`config.mk`:
```
export PLATFORM = sky130hd
export DESIGN_NAME = uart_tx_arbiter
export DESIGN_NICKNAME = d
export VERILOG_FILES = /design/src/rtl/uart_arb_pkg.sv /design/src/rtl/uart_tx_arbiter_rr_pick.sv /design/src/rtl/uart_tx_arbiter.sv
export SDC_FILE = /design/constraint.sdc
export NUM_CORES = 1
export LEC_CHECK = 0
export ABC_AREA = 1
export BUFFER_PORTS_ARGS = -buffer_cell sky130_fd_sc_hd__buf_2
export CELL_PAD_IN_SITES_DETAIL_PLACEMENT = 0
export CELL_PAD_IN_SITES_GLOBAL_PLACEMENT = 2
export CORE_ASPECT_RATIO = 0.7
export CORE_MARGIN = 5
export CORE_UTILIZATION = 20
export DETAILED_ROUTE_END_ITERATION = 16
export PLACE_DENSITY_LB_ADDON = 0.1
export RECOVER_POWER = 50
export SYNTH_ARGS = -nofsm -noshare
export SYNTH_HDL_FRONTEND = slang
export SYNTH_HIERARCHICAL = 1
export SYNTH_SLANG_ARGS = --single-unit
```
`constraint.sdc`:
```
create_clock -name clk -period 2.4 [get_ports clk]
set_clock_uncertainty 0.2 [all_clocks]
set_input_delay 0.36 -clock clk [delete_from_list [all_inputs] [get_ports clk]]
set_output_delay 0.36 -clock clk [all_outputs]
set_load 0.01 [all_outputs]
```
`src/rtl/uart_arb_pkg.sv`:
```
// Shared types and helpers for the UART transmit arbiter.
package uart_arb_pkg;

  localparam int UART_BYTE_W = 8;

  typedef enum logic {
    ARB_IDLE,
    ARB_LOCK
  } arb_state_t;

  // Width of a requester index; a single requester still gets a 1-bit field.
  function automatic int idx_w(input int n);
    return (n > 1) ? $clog2(n) : 1;
  endfunction

endpackage

```
`src/rtl/uart_tx_arbiter_rr_pick.sv`:
```
// Combinational round-robin picker: first set request at or after ptr, wrapping.
module rr_pick
  import uart_arb_pkg::*;
#(
  parameter  int NUM_REQ = 3,
  localparam int IDX_W   = idx_w(NUM_REQ)
) (
  input  logic [NUM_REQ-1:0] req,
  input  logic [IDX_W-1:0]   ptr,
  output logic [IDX_W-1:0]   winner,
  output logic               any_req
);

  int idx;

  always_comb begin
    // NOTE: every always_comb output gets a default first so no path leaves it
    // unassigned, which would otherwise infer a latch.
    winner  = '0;
    any_req = |req;
    idx     = 0;
    // Scan from the farthest offset down so the closest request to ptr wins last.
    for (int off = NUM_REQ - 1; off >= 0; off--) begin
      idx = (int'(ptr) + off) % NUM_REQ;
      if (req[idx]) winner = IDX_W'(idx);
    end
  end

endmodule

```
`src/rtl/uart_tx_arbiter.sv`:
```
// Round-robin, message-locked arbiter in front of the UART byte serializer.
// Optional stall timeout enabled by defining UART_ARB_TIMEOUT_EN.
module uart_tx_arbiter
  import uart_arb_pkg::*;
#(
  parameter  int NUM_REQ     = 3,
  parameter  int DATA_W      = UART_BYTE_W,
  parameter  int TIMEOUT_CYC = 4096,
  localparam int IDX_W       = idx_w(NUM_REQ)
) (
  input  logic                      clk,
  input  logic                      rst,
  input  logic [NUM_REQ-1:0]        req_valid,
  input  logic [NUM_REQ*DATA_W-1:0] req_data,
  input  logic [NUM_REQ-1:0]        req_last,
  output logic [NUM_REQ-1:0]        req_ready,
  output logic                      tx_valid,
  output logic [DATA_W-1:0]         tx_data,
  input  logic                      tx_ready,
  output logic [IDX_W-1:0]          grant_id,
  output logic                      busy
`ifdef UART_ARB_TIMEOUT_EN
  ,
  output logic                      timeout_pulse
`endif
);

  if (NUM_REQ < 1 || TIMEOUT_CYC < 1) begin : g_param_check
    $error("uart_tx_arbiter: NUM_REQ and TIMEOUT_CYC must be >= 1");
  end

  arb_state_t       state;
  logic [IDX_W-1:0] ptr;
  logic [IDX_W-1:0] winner;
  logic [IDX_W-1:0] next_ptr;
  logic             any_req;
  logic             g_last;
  logic             end_msg;
  logic             stall_abort;

  rr_pick #(.NUM_REQ(NUM_REQ)) u_pick (
    .req     (req_valid),
    .ptr     (ptr),
    .winner  (winner),
    .any_req (any_req)
  );

  // Zero-latency passthrough of the granted lane while locked.
  always_comb begin
    tx_valid  = 1'b0;
    tx_data   = '0;
    req_ready = '0;
    g_last    = 1'b0;
    if (state == ARB_LOCK) begin
      for (int i = 0; i < NUM_REQ; i++) begin
        if (grant_id == IDX_W'(i)) begin
          tx_valid     = req_valid[i];
          tx_data      = req_data[i*DATA_W +: DATA_W];
          req_ready[i] = tx_ready;
          g_last       = req_last[i];
        end
      end
    end
  end

  assign busy     = (state == ARB_LOCK);
  assign end_msg  = tx_valid & tx_ready & g_last;
  assign next_ptr = (grant_id == IDX_W'(NUM_REQ - 1)) ? '0 : grant_id + 1'b1;

  always_ff @(posedge clk) begin
    // NOTE: state registers use non-blocking assignments so every flop samples
    // pre-edge values, independent of statement order.
    if (rst) begin
      state    <= ARB_IDLE;
      ptr      <= '0;
      grant_id <= '0;
    end else begin
      case (state)
        ARB_IDLE: begin
          if (any_req) begin
            grant_id <= winner;
            state    <= ARB_LOCK;
          end
        end
        ARB_LOCK: begin
          if (end_msg || stall_abort) begin
            state <= ARB_IDLE;
            ptr   <= next_ptr;
          end
        end
        default: state <= ARB_IDLE;
      endcase
    end
  end

`ifdef UART_ARB_TIMEOUT_EN
  localparam int CNT_W = $clog2(TIMEOUT_CYC + 1);

  logic [CNT_W-1:0] stall_cnt;

  // Abort on the cycle that would be the TIMEOUT_CYC-th consecutive stall.
  assign stall_abort = (state == ARB_LOCK) && !tx_valid &&
                       (stall_cnt == CNT_W'(TIMEOUT_CYC - 1));

  always_ff @(posedge clk) begin
    if (rst) begin
      stall_cnt     <= '0;
      timeout_pulse <= 1'b0;
    end else begin
      timeout_pulse <= stall_abort;
      if (state != ARB_LOCK || tx_valid || stall_abort) stall_cnt <= '0;
      else                                               stall_cnt <= stall_cnt + 1'b1;
    end
  end
`else
  assign stall_abort = 1'b0;
`endif

endmodule

```
* Word-level counts from Yosys, hierarchy flattened *
Index checks and enable logic that the tools add are counted.

word-level totals
  bits in registers = 5
  input port bits = 33
  word-level logic and storage cells = 53

operators by class
  $add $sub $neg = 3
  div/mod/pow operators = 3
  order comparisons = 3
  eq/ne operators = 2
  mux-type cells = 32
  bitwise gates (word level) = 3
  reduce and logical (&&, ||, !) cells = 4

operator list
  operator                                                      count
  less-than comparator 32 x 4 -> 1 bit (second input constant)  3
  remainder unit 32 x 3 -> 32 bit (second input constant)       2
  remainder unit 3 x 3 -> 32 bit (second input constant)        1
  2-to-1 mux 8 bit                                              4
  2-to-1 mux 1 bit                                              19
  2-to-1 mux 2 bit                                              4
  binary-select mux 1 bit (select 2 bit)                        3
  AND reduction 2 bit                                           2
  adder 2 x 1 -> 3 bit (second input constant)                  1
  adder 2 x 2 -> 3 bit (second input constant)                  1
  2-to-1 mux 3 bit                                              1
  OR reduction 3 bit                                            1
  adder 2 x 1 -> 2 bit (second input constant)                  1
  AND 1 bit                                                     2
  equality test 2 x 1 -> 1 bit (second input constant)          1
  equality test 2 bit (second input constant)                   1
  logical NOT 2 bit                                             1
  case mux 1 bit (2 select lines)                               1
  NOT 1 bit                                                     1

* Logic depth before layout (Yosys ltp) *
Gate-level depths: netlist (run 1).

  word-level depth = 9
  depth in mapped cells = 11
  mapped depth without buffers = 11

* Hierarchy *
The synthesis (run 1) kept the hierarchy.

modules (own cells, without submodules)
  module           times used  cells an instance  area each (µm²)  sequential area each (µm²)
  uart_tx_arbiter  1           99                 578.1            100.1
  rr_pick          1           35                 185.2            0.0

* Worst setup path after synthesis (run 1) *
OpenSTA, ideal clock, no wires.

  path kind = register to register
  start point = register ptr[0]
  end point = register grant_id[0]
  library setup time = 119 ps
  arrival time = 1,279 ps
  data required time = 2,081 ps
  slack = 802 ps
  cell stages (with the launch flop) = 12
  buffers on the path = 0
  period minus slack after synthesis = 1,598 ps
  cell sequence = dfxtp_1 inv_1 ha_1 inv_1 nand2_1 nand3_1 nand2_1 nand2_1 nand3_1 nand2_1 o21ai_0 a21oi_1

on the way
  word-level cells in the longest chain between the ends = 8

ends and longest elaborated chain
  element                                              RTL line                       RTL
  start: declaration                                   uart_tx_arbiter.sv:33          logic [IDX_W-1:0] ptr;
  start signal: assignment                             uart_tx_arbiter.sv:88          ptr <= next_ptr;
  adder 2 x 2 -> 3 bit                                 uart_tx_arbiter_rr_pick.sv:24  idx = (int'(ptr) + off) % NUM_REQ;
  remainder unit 32 x 3 -> 32 bit                      uart_tx_arbiter_rr_pick.sv:24
  binary-select mux 1 bit (select 2 bit)               uart_tx_arbiter_rr_pick.sv:25  if (req[idx]) winner = IDX_W'(idx);
  2-to-1 mux 1 bit (not written as such) (2 in a row)  uart_tx_arbiter_rr_pick.sv:25
  2-to-1 mux 2 bit (2 in a row)                        uart_tx_arbiter_rr_pick.sv:25
  2-to-1 mux 2 bit *                                   uart_tx_arbiter_rr_pick.sv:25
  named net winner[0]                                  uart_tx_arbiter.sv:34          logic [IDX_W-1:0] winner;
  end signal: assignment                               uart_tx_arbiter.sv:81          grant_id <= winner;
  end: declaration                                     uart_tx_arbiter.sv:20          output logic [IDX_W-1:0] grant_id,

Mark *: on every way through the listed nets, which the timed path passes. The rest lies on a longest branch. The select of a mux whose other input is x is not followed.
A chain may end at the register's enable or synchronous reset.

* Worst setup path in the final report (run 1) *
  start point = register grant_id[1]
  end point = output tx_valid

on the way
  word-level cells in the longest chain between the ends = 5

ends and longest elaborated chain
  element                        RTL line               RTL
  logical NOT 2 bit              uart_tx_arbiter.sv:56  if (grant_id == IDX_W'(i)) begin
  2-to-1 mux 1 bit (2 in a row)  uart_tx_arbiter.sv:56
  2-to-1 mux 1 bit *             uart_tx_arbiter.sv:56
  2-to-1 mux 1 bit *             uart_tx_arbiter.sv:54  if (state == ARB_LOCK) begin
  end: declaration               uart_tx_arbiter.sv:17  output logic tx_valid,

Every way passes the cells marked *; elsewhere a longest branch is shown, timed or not.

==> results_dict.tcl, run 1 <==
set metrics [dict create \
    finalWorstSetupSlack_ns 0.412 \
    critical_path.top_delay_family "buffers and inverters" \
    post-route-min-period_ns 1.99 \
    multi_input_area_um2 500 \
    synth_edf_count 0 \
    slowest_stage "dfxtp_1" \
    path_common_cell "inv_1" \
    fin_crit_sh_pct 82.8 \
    fin_area_um2 1060 \
    cp.arrival_ns 1.43 \
    ant_nets 0 \
    yosysWarningCount 6 \
    finalMaxSlewViolations 0 \
    status "complete, no violations" \
    syn_to_final_growth_pct 38.9 \
    required_ns 1.84 \
    stdcell_count 233 \
    routedWlPerCell_um 12.1 \
    drt_first_pass_iters 4 \
    hold_viol 0 \
    regArea_um2 100 \
    core-area_um2 3600 \
    hpwl_mm 2.31 \
    drive_gt1_share_pct 31.1 \
    cts.sinks 5 \
    ff2ff_setup_slack_ns 0.53 \
    cts_resized 0 \
    ctsHtreeMaxLevel 1 \
    synthCells 134 \
    startpoint "grant_id[1]" \
    fmax_mhz 503 \
    synth_cell_type_count 23 \
    antenna_found_initial 0 \
    crit_path_max_fanout 13 \
    synth-seq-area-share_pct 13.1 \
    synth_flop_cell "dfxtp_1" \
    die_x_um 83.8 \
    dp.cells 229 \
    worst_pin_slew_ns 0.426 \
    worstSetupPathType "flip-flop to output port" \
    grt_pass1_wl_mm 4.55 \
    drt_iter0_drc 14 \
    rr_startpoint "ptr[0]" \
    fin_nets 220 \
    root_buffer "clkbuf_8" \
    synth_nets 170 \
    insertedDiodeCount 0 \
    peakVddDrop_mv 0.247 \
    grt_max_degree 14 \
    p_leak_nw 0.625 \
    synth_area_um2 763 \
    rsz0062_at_grt "no" \
    async_flop_share_pct 0 \
    numCtsBuffers 3 \
    crit_buf_inv 3 \
    via_per_inst 4.12 \
    tns_ns 0 \
    synth-seq-cells 5 \
    dieArea_um2 5170 \
    setup_violations 0 \
    initial_utilization_pct 21.2 \
    clock_latency_ns 0.22 \
    via_count 959 \
    num_rows 18 \
    cap_violations 0 \
    cts_tree "done" \
    portBuffers 47 \
    start_kind "flip-flop" \
    cellPowerDensity_nw_per_um2 462 \
    die_h_um 61.7 \
    place_area_um2 1040 \
    hold_class "input pin to flip-flop" \
    gr-total-overflow 0 \
    power_w 0.000489 \
    crit_end "tx_valid" \
    whs_path_depth 2 \
    ctsHoldBuffers 0 \
    place_congestion 0.723 \
    clkSlewWorstSetupHoldPaths_ns 0.03 \
    drc 0 \
    avgSynthCellArea_um2 5.70 \
    crit_path_end_kind "output port" \
    cp.depth 6 \
    clockBufferDepth 2 \
    reg2reg_depth 11 \
    track_usage_pct 11.0 \
    totalWireLength_mm 2.81 \
    post_cts_buffers 0 \
    slew_headroom_pct 71.5 \
    cp_cell_sequence "inv_1, nand3_1, nand3_2, nand2_1, inv_1, buf_2" \
    dpl_worst_slack_ns 0.577 \
    n_fill_cell 446 \
    grt_pass1_vias 937 \
    r2r-end "grant_id[0]" \
    slowest_delay_ns 0.36 \
    num_io_pins 48 \
]
## worst min-delay path by stage
stage,startpoint,end,slack (ns)
2_1_floorplan,rst,busy,0.23
3_3_place_gp,ptr[0],ptr[0],0.34
3_5_place_dp,ptr[0],ptr[0],0.33
4_1_cts,rst,busy,0.16
5_1_grt,rst,ptr[1],0.17
6_report,rst,ptr[1],0.16
## cell families (layout without fill, tap and decap cells)
logic type                 after synthesis  count (layout)  synth area share, %
adders and majority gates                3               3                 4.92
AOI/OAI and AO/OA                       11              11                 8.20
and+or+nand+nor                         84              84                 54.8
buffers and inverters                   31              80                 19.0
DFF                                      5               5                 13.1
## cells in the final DEF, fill, tap and decap left out
master    synthesis  final
nand3_1          31     33
inv_1            24     24
nor3_1            1      1
clkbuf_1          0      7
dfxtp_1           5      5
a21oi_2           1      1
or2_1             1      1
nand2_2           2      2
nand4_1           2      2
nand3_2           2      1
clkbuf_8          0      3
nand2_1          36     36
o21ai_2           1      1
buf_4             1      4
nor2_2            1      1
inv_2             1      1
buf_2             2     41
ha_1              3      3
a21oi_1           6      6
nor2_1            5      5
o21ai_0           2      3
nand3_4           2      1
nand2_4           1      1
## layout make-up
cell class / instances / area share, %
Sequential cell: 5 / 9.45
Clock buffer: 4 / 4.25
Tap cell: 50 / 5.90
Inverter: 25 / 8.85
Timing Repair Buffer: 51 / 24.3
Multi-Input combinational cell: 98 / 47.2
## per-stage QoR
stage,hold slack (ns),utilization (%)
after global routing,0.174,29.4
after floorplan,0.229,-
final,0.161,29.4
after global placement,0.338,28.9
after CTS,0.158,30.1
after detailed placement,0.334,28.9
## layer usage
layer,GRT usage [%],up-vias,share of wire (%)
li1,-,523,-
met1,15.7,412,55
met2,17.3,24,41
met3,3.34,0,4.2
met4,0.688,0,0
met5,0,-,0
## synthesized netlist by cell type, types with 2 or more instances
library cell / n / share of area, %
nand3_1: 31 / 20
nand4_1: 2 / 1.6
inv_1: 24 / 12
dfxtp_1: 5 / 13
nand3_4: 2 / 4.6
buf_2: 2 / 1.3
o21ai_0: 2 / 1.3
nand2_1: 36 / 18
buf_6: 3 / 4.4
ha_1: 3 / 4.9
nand2_2: 2 / 1.6
nand3_2: 2 / 2.6
a21oi_1: 6 / 3.9
nor2_1: 5 / 2.5
## state kept, by name, summed over array words and instances (netlist names)
register and count:
grant_id 2, busy 1, ptr 2
## report_power, final
| group | switching (W) | total [W] | leakage [nW] | internal [W] |
|---|---|---|---|---|
| Clock | 0.0000396 | 0.000153 | 0.0228 | 0.000114 |
| Sequential | 0.0000125 | 0.000103 | 0.0411 | 0.0000908 |
| Combinational | 0.000141 | 0.000232 | 0.561 | 0.0000917 |
Power figures use the tool's default switching activity.
==> run 2: changes to the inputs <==
--- a/config.mk
+++ b/config.mk
@@ -11,7 +11,7 @@
 export CELL_PAD_IN_SITES_GLOBAL_PLACEMENT = 2
 export CORE_ASPECT_RATIO = 0.7
 export CORE_MARGIN = 5
-export CORE_UTILIZATION = 20
+export CORE_UTILIZATION = 19
 export DETAILED_ROUTE_END_ITERATION = 16
 export PLACE_DENSITY_LB_ADDON = 0.1
 export RECOVER_POWER = 50
==> constraint.sdc (replaced) <==
create_clock -name clk -period 2.03 [get_ports clk]
set_clock_uncertainty 0.2 [all_clocks]
set_input_delay 0.3045 -clock clk [delete_from_list [all_inputs] [get_ports clk]]
set_output_delay 0.3045 -clock clk [all_outputs]
set_load 0.01 [all_outputs]
==> run 2 against run 1 <==
Compared with the run above:
- power increased by 22%
- largest power group unchanged
- setup slack worse by 0.27 ns
- die area grew 4.5%
==> results_dict.tcl, run 2 (same netlist as run 1, synthesis figures left out) <==
set metrics [dict create \
    dieArea_um2 5400 \
    routedWlPerCell_um 11.3 \
    totalWireLength_mm 2.70 \
    clock_latency_ns 0.22 \
    post-route-min-period_ns 1.89 \
    grt_pass1_vias 943 \
    fin_nets 225 \
    cts.sinks 5 \
    antenna_found_initial 0 \
    drc 0 \
    swShare_pct 38.5 \
    n_fill_cell 474 \
    drt_iter0_drc 35 \
    place_area_um2 1060 \
    grt_max_degree 12 \
    num_rows 19 \
    core-area_um2 3900 \
    via_per_inst 4.08 \
    syn_to_final_growth_pct 46.2 \
    finalWorstSetupSlack_ns 0.141 \
    ctsHtreeMaxLevel 1 \
    dpl_worst_slack_ns 0.258 \
    cts_tree "done" \
    worstSetupPathType "flip-flop to output port" \
    numCtsBuffers 3 \
    cap_violations 0 \
    die_h_um 63.0 \
    stdcell_count 240 \
    tns_ns 0 \
    clockBufferDepth 2 \
    ctsHoldBuffers 0 \
    dp.cells 233 \
    net-switching-power_w 0.000229 \
    track_usage_pct 10.0 \
    p_seq_share_pct 20.2 \
    via_count 979 \
    grt_pass1_wl_mm 4.44 \
    p_comb_share_pct 49.7 \
    cp.arrival_ns 1.38 \
    portBuffers 47 \
    fmax_mhz 529 \
    peakVddDrop_mv 0.401 \
    root_buffer "clkbuf_8" \
    clkSlewWorstSetupHoldPaths_ns 0.03 \
    regArea_um2 100 \
    rsz0062_at_grt "no" \
    power_frac_clock_pct 30.1 \
    fin_crit_sh_pct 93.1 \
    setup_violations 0 \
    drt_first_pass_iters 4 \
    intPower_w 0.000366 \
    hold_class "input pin to flip-flop" \
    final_common_cell "buf_2" \
    gr-total-overflow 0 \
    cellPowerDensity_nw_per_um2 534 \
    worst_pin_slew_ns 0.267 \
    power_w 0.000596 \
    place_congestion 0.735 \
    p_leak_nw 0.659 \
    slew_headroom_pct 82.2 \
    final_cell_mix "buf_2, nand2_1, nand3_1" \
    die_x_um 85.8 \
    fin_area_um2 1120 \
    crit_path_end_kind "output port" \
    finalMaxSlewViolations 0 \
    drive_gt1_share_pct 35.6 \
    start_kind "flip-flop" \
    ant_nets 0 \
    multi_input_area_um2 513 \
    required_ns 1.53 \
    status "complete, no violations" \
    hold_viol 0 \
    crit_path_max_fanout 7 \
    insertedDiodeCount 0 \
    initial_utilization_pct 19.6 \
    num_io_pins 48 \
    hpwl_mm 2.27 \
]
-- run 2: cell count changes in the layout (fill, tap and decap cells not counted), sizes merged --
| cell | before | now |
|---|---|---|
| clkbuf | 10 | 8 |
| buf | 45 | 52 |
| clkinvlp | 0 | 1 |
| inv | 25 | 24 |
-- run 2: power groups by stage --
stage	logic [W]	registers, W	clock network (W)
floorplan	0.000191	0.000120	0
global route	0.000337	0.000122	0.000194
finish	0.000296	0.000120	0.000179
detailed placement	0.000294	0.000121	0
CTS	0.000296	0.000119	0.000184
global placement	0.000296	0.000120	0
-- run 2: repair_timing --
item / CTS / global route
setup buffers: 0 / 3
gates resized for setup: 0 / 2
endpoints found under the setup margin: 0 / 3
-- run 2: per-stage QoR --
step | utilization, % | hold WS [ns]
detailed placement | 27.1 | 0.320
finish | 28.6 | 0.0883
global route | 28.6 | 0.0954
global placement | 27.1 | 0.318
CTS | 28.3 | 0.0909
floorplan | - | 0.174
-- run 2: area by class of cell --
cell class / count / area share [%]
timing repair buffer: 56 / 26.5
sequential: 5 / 8.97
tap: 52 / 5.83
multi-input combinational: 98 / 46.0
clock buffer: 4 / 4.04
inverter: 25 / 8.74
-- run 2: worst max-delay path, stage by stage, from the launching register on --
cell and delay, ns:
dfxtp_1 0.37, nor2_2 0.23, buf_4 0.22, nand2_1 0.07
nand3_1 0.06, nand2_1 0.05, inv_1 0.05, buf_2 0.12
-- run 2: path summary, 6_finish.rpt --
| kind | end | cells past startpoint | from | slack, ns |
|---|---|---|---|---|
| worst max register to register | grant_id[0] | 11 | ptr[0] | 0.27 |
| worst min-delay path | ptr[0] | 2 | rst | 0.09 |
| worst max-delay path | tx_data[7] | 7 | grant_id[1] | 0.14 |
| worst min register to register | ptr[0] | 4 | ptr[0] | 0.35 |
-- run 2: layer usage --
layer  GRT usage (%)  vias to the layer above  share of wire (%)
met4               0                        0                  0
met3            3.95                        0                8.1
li1                -                      530                  -
met5               0                        -                  0
met2            14.3                       28                 40
met1            14.8                      421                 51
==> run 3: changes to the inputs <==
--- a/config.mk
+++ b/config.mk
@@ -5,13 +5,13 @@
 export SDC_FILE = /design/constraint.sdc
 export NUM_CORES = 1
 export LEC_CHECK = 0
-export ABC_AREA = 1
+export ABC_AREA = 0
 export BUFFER_PORTS_ARGS = -buffer_cell sky130_fd_sc_hd__buf_2
 export CELL_PAD_IN_SITES_DETAIL_PLACEMENT = 0
 export CELL_PAD_IN_SITES_GLOBAL_PLACEMENT = 2
 export CORE_ASPECT_RATIO = 0.7
 export CORE_MARGIN = 5
-export CORE_UTILIZATION = 19
+export CORE_UTILIZATION = 21
 export DETAILED_ROUTE_END_ITERATION = 16
 export PLACE_DENSITY_LB_ADDON = 0.1
 export RECOVER_POWER = 50
==> run 3 against run 2 <==
Compared with the run above:
- synthesized area shrank 5.7%
- via count shrank 18%
- critical path depth shrank 1
- cell count shrank 23%
- clock power grew 8%
- highest routed layer is now met4
==> results_dict.tcl, run 3 <==
set metrics [dict create \
    die_h_um 59.0 \
    final_cell_mix "buf_2, mux2i_1, nand2_1" \
    num_rows 17 \
    grt_max_degree 16 \
    die_x_um 80.0 \
    worst_pin_slew_ns 0.507 \
    drt_first_pass_iters 4 \
    setup_violations 0 \
    crit_buf_inv 3 \
    cp_cell_sequence "buf_4, nor2b_1, buf_4, o2bb2ai_1, and2_1, buf_2" \
    synth_nets 123 \
    drive_gt1_share_pct 42.4 \
    routedWlPerCell_um 12.5 \
    initial_utilization_pct 22.4 \
    num_io_pins 48 \
    finalWorstSetupSlack_ns 0.148 \
    place_congestion 0.674 \
    net-switching-power_w 0.000139 \
    status "complete, no violations" \
    power_w 0.000459 \
    totalWireLength_mm 2.32 \
    synth_top_cell_by_area "mux2i_1" \
    insertedDiodeCount 0 \
    synth_area_um2 719 \
    grt_pass1_wl_mm 3.82 \
    cts_tree "done" \
    power_frac_clock_pct 42.1 \
    crit_path_end_kind "output port" \
    clkSlewWorstSetupHoldPaths_ns 0.04 \
    yosysMostFrequentCell "mux2i_1" \
    root_buffer "clkbuf_8" \
    track_usage_pct 10.5 \
    drc 0 \
    synthCells 87 \
    post-route-min-period_ns 1.88 \
    hold_class "input pin to flip-flop" \
    p_seq_share_pct 23.6 \
    fmax_mhz 531 \
    clockBufferDepth 2 \
    slowest_delay_ns 0.30 \
    cp.arrival_ns 1.38 \
    drt_iter0_drc 27 \
    path_common_cell "buf_4" \
    async_flop_share_pct 0 \
    cellPowerDensity_nw_per_um2 439 \
    intPower_w 0.000319 \
    cap_violations 0 \
    finalMaxSlewViolations 0 \
    fin_nets 176 \
    slowest_stage "dfxtp_1" \
    stdcell_count 186 \
    ff2ff_setup_slack_ns 0.27 \
    synth-seq-cells 5 \
    antenna_found_initial 0 \
    portBuffers 47 \
    ctsHoldBuffers 0 \
    cts_resized 0 \
    ctsHtreeMaxLevel 1 \
    dieArea_um2 4720 \
    hpwl_mm 1.92 \
    p_leak_nw 0.490 \
    worstSetupPathType "flip-flop to output port" \
    synth-seq-area-share_pct 13.9 \
    p_comb_share_pct 34.4 \
    clock_latency_ns 0.23 \
    final_common_cell "buf_2" \
    synth_cell_type_count 38 \
    slew_headroom_pct 66.0 \
    syn_to_final_growth_pct 45.0 \
    swShare_pct 30.4 \
    avgSynthCellArea_um2 8.27 \
    required_ns 1.53 \
    gr-total-overflow 0 \
    via_per_inst 4.31 \
    tns_ns 0 \
    numCtsBuffers 3 \
    post_cts_buffers 0 \
    fin_crit_sh_pct 92.7 \
    core-area_um2 3210 \
    synth_edf_count 0 \
    start_kind "flip-flop" \
    dp.cells 182 \
    netlist_top_cells_count "mux2i_1, nand2_1, a21boi_1" \
    synth_area_leaders "mux2i_1, dfxtp_1, a21boi_1" \
    via_count 801 \
    critical_path.top_delay_family "buffers and inverters" \
    synth_flop_cell "dfxtp_1" \
    yosysTopAreaCellShare_pct 15.3 \
    yosysWarningCount 6 \
    hold_viol 0 \
    cts.sinks 5 \
    ant_nets 0 \
    dpl_worst_slack_ns 0.272 \
    grt_pass1_vias 815 \
    crit_path_max_fanout 9 \
    n_fill_cell 360 \
    peakVddDrop_mv 0.189 \
    rsz0062_at_grt "no" \
]
run 3: cell count changes after synthesis, sizes merged, moves of 3 or more:
cell	change
nand3	-33
nor2	-4
nand2	-30
a21boi	+9
or2	+7
inv	-21
mux2i	+11
a21oi	-7
nor2b	+3
run 3: worst paths after layout:
check	from	endpoint	cells past startpoint
worst max register to register	ptr[0]	grant_id[1]	7
worst min register to register	ptr[1]	ptr[1]	2
worst max-delay path	grant_id[0]	tx_valid	6
worst min-delay path	rst	grant_id[0]	2
run 3: cell type report:
cell class	count	area (µm²)	area share, %
timing repair buffer	53	279	26.7
clock inverter	1	5.00	0.480
tap	47	58.8	5.64
inverter	4	15.0	1.44
clock buffer	3	41.3	3.96
sequential	5	100	9.59
multi-input combinational	73	544	52.2
run 3: layer usage:
metal	vias up	global-route usage, %	routed length (µm)	part of all wire, %
li1	415	-	-	-
met1	353	14.2	1160	50
met2	29	15.1	927	40
met3	4	4.86	216	9.3
met4	0	2.89	21	0.90
met5	-	0	0	0
run 3: per-stage QoR:
step,hold WS (ns),area (µm²),utilization (%)
after floorplan,0.177,719,-
after global placement,0.330,1010,31.5
after detailed placement,0.338,1010,31.5
after CTS,0.132,1060,32.9
after global routing,0.154,1040,32.5
final,0.148,1040,32.5
run 3: power groups by stage:
stage	sequential (W)	combinational, W	clock (W)
floorplan	0.000111	0.0000893	0
global placement	0.000110	0.000162	0
global route	0.000109	0.000177	0.000206
detailed placement	0.000110	0.000163	0
finish	0.000108	0.000158	0.000193
CTS	0.000108	0.000164	0.000200
run 3: logic make-up (layout without fill, tap and decap cells):
kind of cell	Yosys count	after routing	synth area share, %
mux	12	12	17.4
fa+ha+maj	3	3	5.22
compound gates	21	21	23.8
flops	5	5	13.9
buf+inv	9	61	8.69
simple gates	37	37	31.0
